[src/rtl/gcd_host_ctrl.sv]
// Host-side sequencer for the core's GCD register interface: accepts operand requests,
// drives gcd_a/gcd_b/calc_start, and returns the x10 write-back result or a timeout error.
module gcd_host_ctrl #(
    parameter int unsigned DATA_W         = 32,
    parameter int unsigned TIMEOUT_CYCLES = 4096
) (
    input  logic              clk,
    input  logic              rst_n,
    input  logic              req_valid,
    output logic              req_ready,
    input  logic [DATA_W-1:0] req_a,
    input  logic [DATA_W-1:0] req_b,
    output logic              rsp_valid,
    input  logic              rsp_ready,
    output logic [DATA_W-1:0] rsp_result,
    output logic              rsp_err,
    output logic [DATA_W-1:0] gcd_a,
    output logic [DATA_W-1:0] gcd_b,
    output logic              calc_start,
    input  logic              result_wr,
    input  logic [DATA_W-1:0] result_data,
    output logic              busy
);

    localparam int unsigned    CntW    = $clog2(TIMEOUT_CYCLES + 1);
    localparam logic [CntW-1:0] TermCnt = CntW'(TIMEOUT_CYCLES - 1);

    typedef enum logic [1:0] {StIdle, StRun, StResp} state_e;

    state_e            state_q, state_d;
    logic [DATA_W-1:0] gcd_a_q, gcd_a_d;
    logic [DATA_W-1:0] gcd_b_q, gcd_b_d;
    logic              calc_start_q, calc_start_d;
    logic              rsp_valid_q, rsp_valid_d;
    logic [DATA_W-1:0] rsp_result_q, rsp_result_d;
    logic              rsp_err_q, rsp_err_d;
    logic [CntW-1:0]   cnt_q, cnt_d;

    always_ff @(posedge clk) begin
        if (!rst_n) begin
            state_q      <= StIdle;
            gcd_a_q      <= '0;
            gcd_b_q      <= '0;
            calc_start_q <= 1'b0;
            rsp_valid_q  <= 1'b0;
            rsp_result_q <= '0;
            rsp_err_q    <= 1'b0;
            cnt_q        <= '0;
        end else begin
            state_q      <= state_d;
            gcd_a_q      <= gcd_a_d;
            gcd_b_q      <= gcd_b_d;
            calc_start_q <= calc_start_d;
            rsp_valid_q  <= rsp_valid_d;
            rsp_result_q <= rsp_result_d;
            rsp_err_q    <= rsp_err_d;
            cnt_q        <= cnt_d;
        end
    end

    always_comb begin
        state_d      = state_q;
        gcd_a_d      = gcd_a_q;
        gcd_b_d      = gcd_b_q;
        calc_start_d = calc_start_q;
        rsp_valid_d  = rsp_valid_q;
        rsp_result_d = rsp_result_q;
        rsp_err_d    = rsp_err_q;
        cnt_d        = cnt_q;
        unique case (state_q)
            StIdle: begin
                if (req_valid) begin
                    if (req_a == '0 || req_b == '0) begin
                        // Trivial job: answer directly, core untouched.
                        state_d      = StResp;
                        rsp_valid_d  = 1'b1;
                        rsp_result_d = req_a | req_b;
                        rsp_err_d    = 1'b0;
                    end else begin
                        state_d      = StRun;
                        gcd_a_d      = req_a;
                        gcd_b_d      = req_b;
                        calc_start_d = 1'b1;
                        cnt_d        = '0;
                    end
                end
            end
            StRun: begin
                // A write-back on the terminal-count cycle still counts as success.
                if (result_wr) begin
                    state_d      = StResp;
                    calc_start_d = 1'b0;
                    rsp_valid_d  = 1'b1;
                    rsp_result_d = result_data;
                    rsp_err_d    = 1'b0;
                end else if (cnt_q == TermCnt) begin
                    state_d      = StResp;
                    calc_start_d = 1'b0;
                    rsp_valid_d  = 1'b1;
                    rsp_result_d = '0;
                    rsp_err_d    = 1'b1;
                end else begin
                    cnt_d = cnt_q + 1'b1;
                end
            end
            StResp: begin
                if (rsp_ready) begin
                    state_d     = StIdle;
                    rsp_valid_d = 1'b0;
                end
            end
            default: state_d = StIdle;
        endcase
    end

    assign req_ready  = rst_n && (state_q == StIdle);
    assign busy       = (state_q != StIdle);
    assign gcd_a      = gcd_a_q;
    assign gcd_b      = gcd_b_q;
    assign calc_start = calc_start_q;
    assign rsp_valid  = rsp_valid_q;
    assign rsp_result = rsp_result_q;
    assign rsp_err    = rsp_err_q;

endmodule

[config.mk]
export PLATFORM = sky130hd
export DESIGN_NAME = gcd_host_ctrl
export DESIGN_NICKNAME = d
export VERILOG_FILES = /design/src/rtl/gcd_host_ctrl.sv
export SDC_FILE = /design/constraint.sdc
export NUM_CORES = 1
export LEC_CHECK = 0
export ABC_AREA = 1
export CELL_PAD_IN_SITES_DETAIL_PLACEMENT = 1
export CELL_PAD_IN_SITES_GLOBAL_PLACEMENT = 2
export CORE_ASPECT_RATIO = 0.9
export CORE_MARGIN = 4
export CORE_UTILIZATION = 23
export DETAILED_ROUTE_END_ITERATION = 10
export PLACE_DENSITY_LB_ADDON = 0.1
export SLEW_MARGIN = 40
export SYNTH_ARGS = -nofsm -noshare
export SYNTH_HDL_FRONTEND = slang
export SYNTH_SLANG_ARGS = --single-unit
[constraint.sdc]
create_clock -name clk -period 2.1 [get_ports clk]
set_clock_uncertainty 0.05 [all_clocks]
set_input_delay 0.21 -clock clk [delete_from_list [all_inputs] [get_ports clk]]
set_output_delay 0.21 -clock clk [all_outputs]
set_load 0.01 [all_outputs]
Word-level counts from Yosys, hierarchy flattened:

Cells that the tools add are included.

* flip-flop bits (word level): 114
* input bits: 101
* output and inout bits: 101

* add/subtract/negate cells: 1
* equality and inequality tests: 10
* mux-type cells: 31
* bitwise logic cells: 2
* reductions and logical operators: 14

Operator list (number)
* $mux 32: 4
* $logic_not 32->1: 2
* $pmux 32 s2: 1
* $mux 13: 4
* $or 32x32->32: 1
* $pmux 13 s2: 1
* $add 13x1->13 const B: 1
* $eq 13x12->1 const B: 1
* $mux 1: 12
* $ne 2x2->1 const B: 6
* $mux 2: 5
* $reduce_and 5->1: 2
* $reduce_and 4->1: 2
* $pmux 2 s3: 1
* $reduce_and 3->1: 2
* $pmux 1 s2: 2
* $reduce_bool 2->1: 2
* $ne 3x3->1 const B: 1
* $pmux 1 s3: 1
* $reduce_bool 3->1: 1
* $eq 2x1->1 const B: 1
* $eq 2x2->1 const B: 1
* $logic_not 2->1: 1
* $logic_and 1x1->1: 1
* 2 further kinds: 2

Depth between registers and ports, before layout:

Gate-level depths: netlist of run 1.

* depth in word-level cells: 5
* depth in mapped cells: 12

Least setup slack after synthesis of run 1:

No wires, ideal clock.

* path type: register to register
* start point: reg cnt_q[0]
* end point: reg rsp_result_q[23], in the netlist rsp_result[23]
* arrival: 1.630 ns
* data required time: 1.918 ns
* path slack: 0.287 ns
* cell stages (with the launch flop): 10
* path buffers: 1
* cell sequence: dfxtp_1 -> ha_1 -> nand3_1 -> nor2_4 -> nand4_4 -> a21boi_4 -> nand3_4 -> buf_6 -> nand2_1 -> a21oi_1

* cells in the longest elaborated chain, start to end: 3

Ends and longest elaborated chain
* start, declared: RTL line 37 `logic [CntW-1:0] cnt_q, cnt_d;`
* start signal, assigned: RTL line 57 `cnt_q <= cnt_d;`
* $eq 13x12->1: RTL line 96 `end else if (cnt_q == TermCnt) begin`
* $ne 3x3->1 (no source line)
* $reduce_and 4->1 (no source line)
* end signal, assigned: RTL line 55 `rsp_result_q <= rsp_result_d;`
* end, declared: RTL line 35 `logic [DATA_W-1:0] rsp_result_q, rsp_result_d;`

Every way passes these cells.
A chain may end at the register's enable or synchronous reset.

Worst setup path in the final report of run 1:

* start point: reg state_q[0]
* end point: out req_ready

* cells in the longest elaborated chain, start to end: 2

Ends and longest elaborated chain
* start, declared: RTL line 30 `state_e state_q, state_d;`
* start signal, assigned: RTL line 41 `state_q <= StIdle;`
* start signal, assigned: RTL line 50 `state_q <= state_d;`
* $logic_not 2->1: RTL line 116 `assign req_ready = rst_n && (state_q == StIdle);`
* $logic_and 1x1->1: RTL line 116
* end, declared: RTL line 10 `output logic req_ready,`

Every way passes these cells.

==> metrics.yaml, run 1 <==
regToRegSetupSlack_ps: 180
synthCells: 772
seq_power_share_pct: 33.2
grt-ovfl-total: 0
cp.required_ps: 1840
portBuffers: 201
synth_top_area_share_pct: 43.2
criticalPathCategory: "reg2out"
muxShareOfSynthArea_pct: 0
areaGrowthSynthToFinish_pct: 65.7
rows: 52
cts_tree: "done"
grt_pass1_wl_microns: 36300
synthTopCellsByArea: "dfxtp_1 43%, nor2_1 14%, o21ai_0 12%"
clkPwrFrac_pct: 42.6
p_leak_nw: 3.48
min_period_ps: 1950
dp_hpwl_microns: 17600
drcViolationCount: 0
gp_congestion: 0.770
clock-sinks: 114
dieArea_sq_mm: 0.0255
cp-start-kind: "flop"
yosys.area.top_type: "dfxtp_1"
async_flop_share_pct: 0
p_total_mw: 7.61
final_nets: 1120
syn_area_sq_mm: 0.00528
cap_viol_max_count: 0
cts_made_buffers: 17
synth_xor_xnor_area_share_pct: 0.497
finalHoldViolCount: 0
relSlewSlack_pct: 66.5
worst_hold_slack_ps: 141
fillers: 2780
syn_area_per_cell_sq_um: 6.84
ios: 202
netSwitchingFraction_pct: 29.1
pwr_density_cell_mw_per_mm2: 870
period_share_pct: 93.0
peakVddDrop_v: 0.000424
synth.most_common_cell: "nor2_1"
final_antenna_net_count: 0
worstMarginPinSlew_ps: 503
synthAdderAreaFrac_pct: 0.237
synth_edf_count: 0
dr.pass1.iters: 4
htree_levels: 4
fmax_mhz: 512
wl_per_cell_microns: 17.8
setup_slack_ps: 148
synth-seq-cells: 114
cp.arrival_ps: 1690
vias_per_cell: 4.62
endpoint_kind: "output port"
place_ws_ps: -330
synth_compound_area_share_pct: 17.4
final_max_slew_viol_count: 0
synth_top_family_by_area: "simple AND/OR/NAND/NOR gates"
num_antenna_cells: 0
dieWidth_microns: 168
grt_max_degree: 46
yosysUniqueCellTypes: 30
yosys-top-cells-count: "191 x nor2_1, 131 x o21ai_0, 127 x nand2_1"
num_vias: 6133
track_usage_pct: 18.3
root_buffer: "clkbuf_16"
p_switching_mw: 2.21
p_comb_share_pct: 24.2
status: "completed"
p_int_mw: 5.40
start_util_pct: 23.5
stdcell_count: 1328
antenna_found_initial: 0
first_global_vias: 6484
clk_latency_ps: 420
ys_seq_area_share_pct: 43.2
coreArea_sq_mm: 0.0225
drt_iter0_markers: 249
ys.flop_type: "dfxtp_1"
synth_fp_nets: 874
yosysWarnings: 0
synthSimpleGateAreaFrac_pct: 31.5
setup_viol: 0
crit_path_max_fanout: 4
rsz0062_at_grt: "false"
hold_path_class: "in2reg"
cts_max_path_buffers: 2
clk_pin_slew_ps: 60
totalWireLength_microns: 23600
placedCellCount: 1293
drive_gt1_share_pct: 12.4
die_h_microns: 152
tns_ps: 0
==> per-layer routing <==
layer,up-vias,wire [microns],GRT usage (%)
met5,-,0,0
met4,0,370,5.52
met3,25,1250,4.15
met2,165,10700,29.4
met1,2915,11300,24.7
li1,3028,-,-
==> registers in the layout (all words and copies together), names as in the netlist <==
register    count
gcd_a          32
gcd_b          32
rsp_result     32
cnt_q          13
state_q         2
calc_start      1
rsp_err         1
rsp_valid       1
==> cells in the final DEF, fill, tap and decap left out, types with 2 or more instances in the layout <==
master	Yosys	routed
clkdlybuf4s50_1	0	199
nor2_1	191	190
o21ai_0	131	131
nand2_1	127	126
dfxtp_1	114	114
buf_4	0	69
a21oi_1	42	42
nand4_1	39	39
inv_1	33	33
clkbuf_16	0	17
nand3_1	15	14
buf_12	0	8
and2_1	5	5
bufinv_16	0	5
inv_2	2	3
clkinvlp_4	0	3
nor2_2	1	2
nand4_4	1	2
nand3_2	1	2
nor2_4	2	2
nand2_2	2	2
nor3_1	2	2
xor2_1	2	2
a21oi_2	2	2
clkinv_4	0	2
clkinv_2	0	2
clkbuf_1	37	2
buf_2	8	2
==> repair_timing <==
item / CTS / global route
resized for setup: 0 / 3
setup buffers: 3 / 0
pin swaps: 1 / 0
endpoints found under the setup margin: 20 / 16
hold buffers: 0 / 0
==> power by group through the flow <==
| stage | clock [mW] | sequential, mW | combinational (mW) |
|---|---|---|---|
| finish | 3.24 | 2.53 | 1.85 |
| global route | 3.42 | 2.56 | 2.02 |
| CTS | 3.33 | 2.53 | 1.87 |
| detailed placement | 0 | 2.57 | 1.84 |
| global placement | 0 | 2.56 | 1.81 |
| floorplan | 0 | 2.64 | 0.696 |
==> critical path, stage by stage (launching register included) <==
cell             delay, ps
dfxtp_1                340
nor2_2                 200
inv_1                   90
nor2_1                 100
clkdlybuf4s50_1        550
==> kinds of logic after synthesis <==
family / after synthesis
xor gates and xnor gates: 3
AOI/OAI and AO/OA: 178
buffers and inverters: 87
and+or+nand+nor: 389
adders and majority gates: 1
DFF: 114
==> final cells by class <==
| type | count | area [sq um] | area share, % |
|---|---|---|---|
| clock inverters | 13 | 209 | 2.39 |
| repair buffers | 278 | 2680 | 30.6 |
| inverters | 36 | 135 | 1.54 |
| flip-flops and latches | 114 | 2280 | 26.1 |
| multi-input cells | 571 | 2640 | 30.2 |
| clock buffers | 19 | 433 | 4.95 |
| well taps | 297 | 372 | 4.25 |
==> worst paths after layout <==
check                                    start              to  cells after the start
worst min-delay path                 result_wr         rsp_err                      4
worst max-delay path                state_q[0]       req_ready                      4
worst max register to register        cnt_q[1]   rsp_result[0]                     10
worst min register to register  rsp_result[14]  rsp_result[14]                      2
==> through the flow <==
stage	cell area (sq um)	util (%)
2_1_floorplan	5280	-
3_3_place_gp	8060	35.8
3_5_place_dp	8060	35.8
4_1_cts	8740	38.8
5_1_grt	8750	38.9
6_report	8750	38.9
No activity file was read; power rests on OpenSTA's default activity.
==> inputs of run 2 (changes only) <==
Settings changed: CAP_MARGIN set to 20.
==> results of run 2 <==
Same layout as run 1: the final DEF is identical, and so are final timing and power.
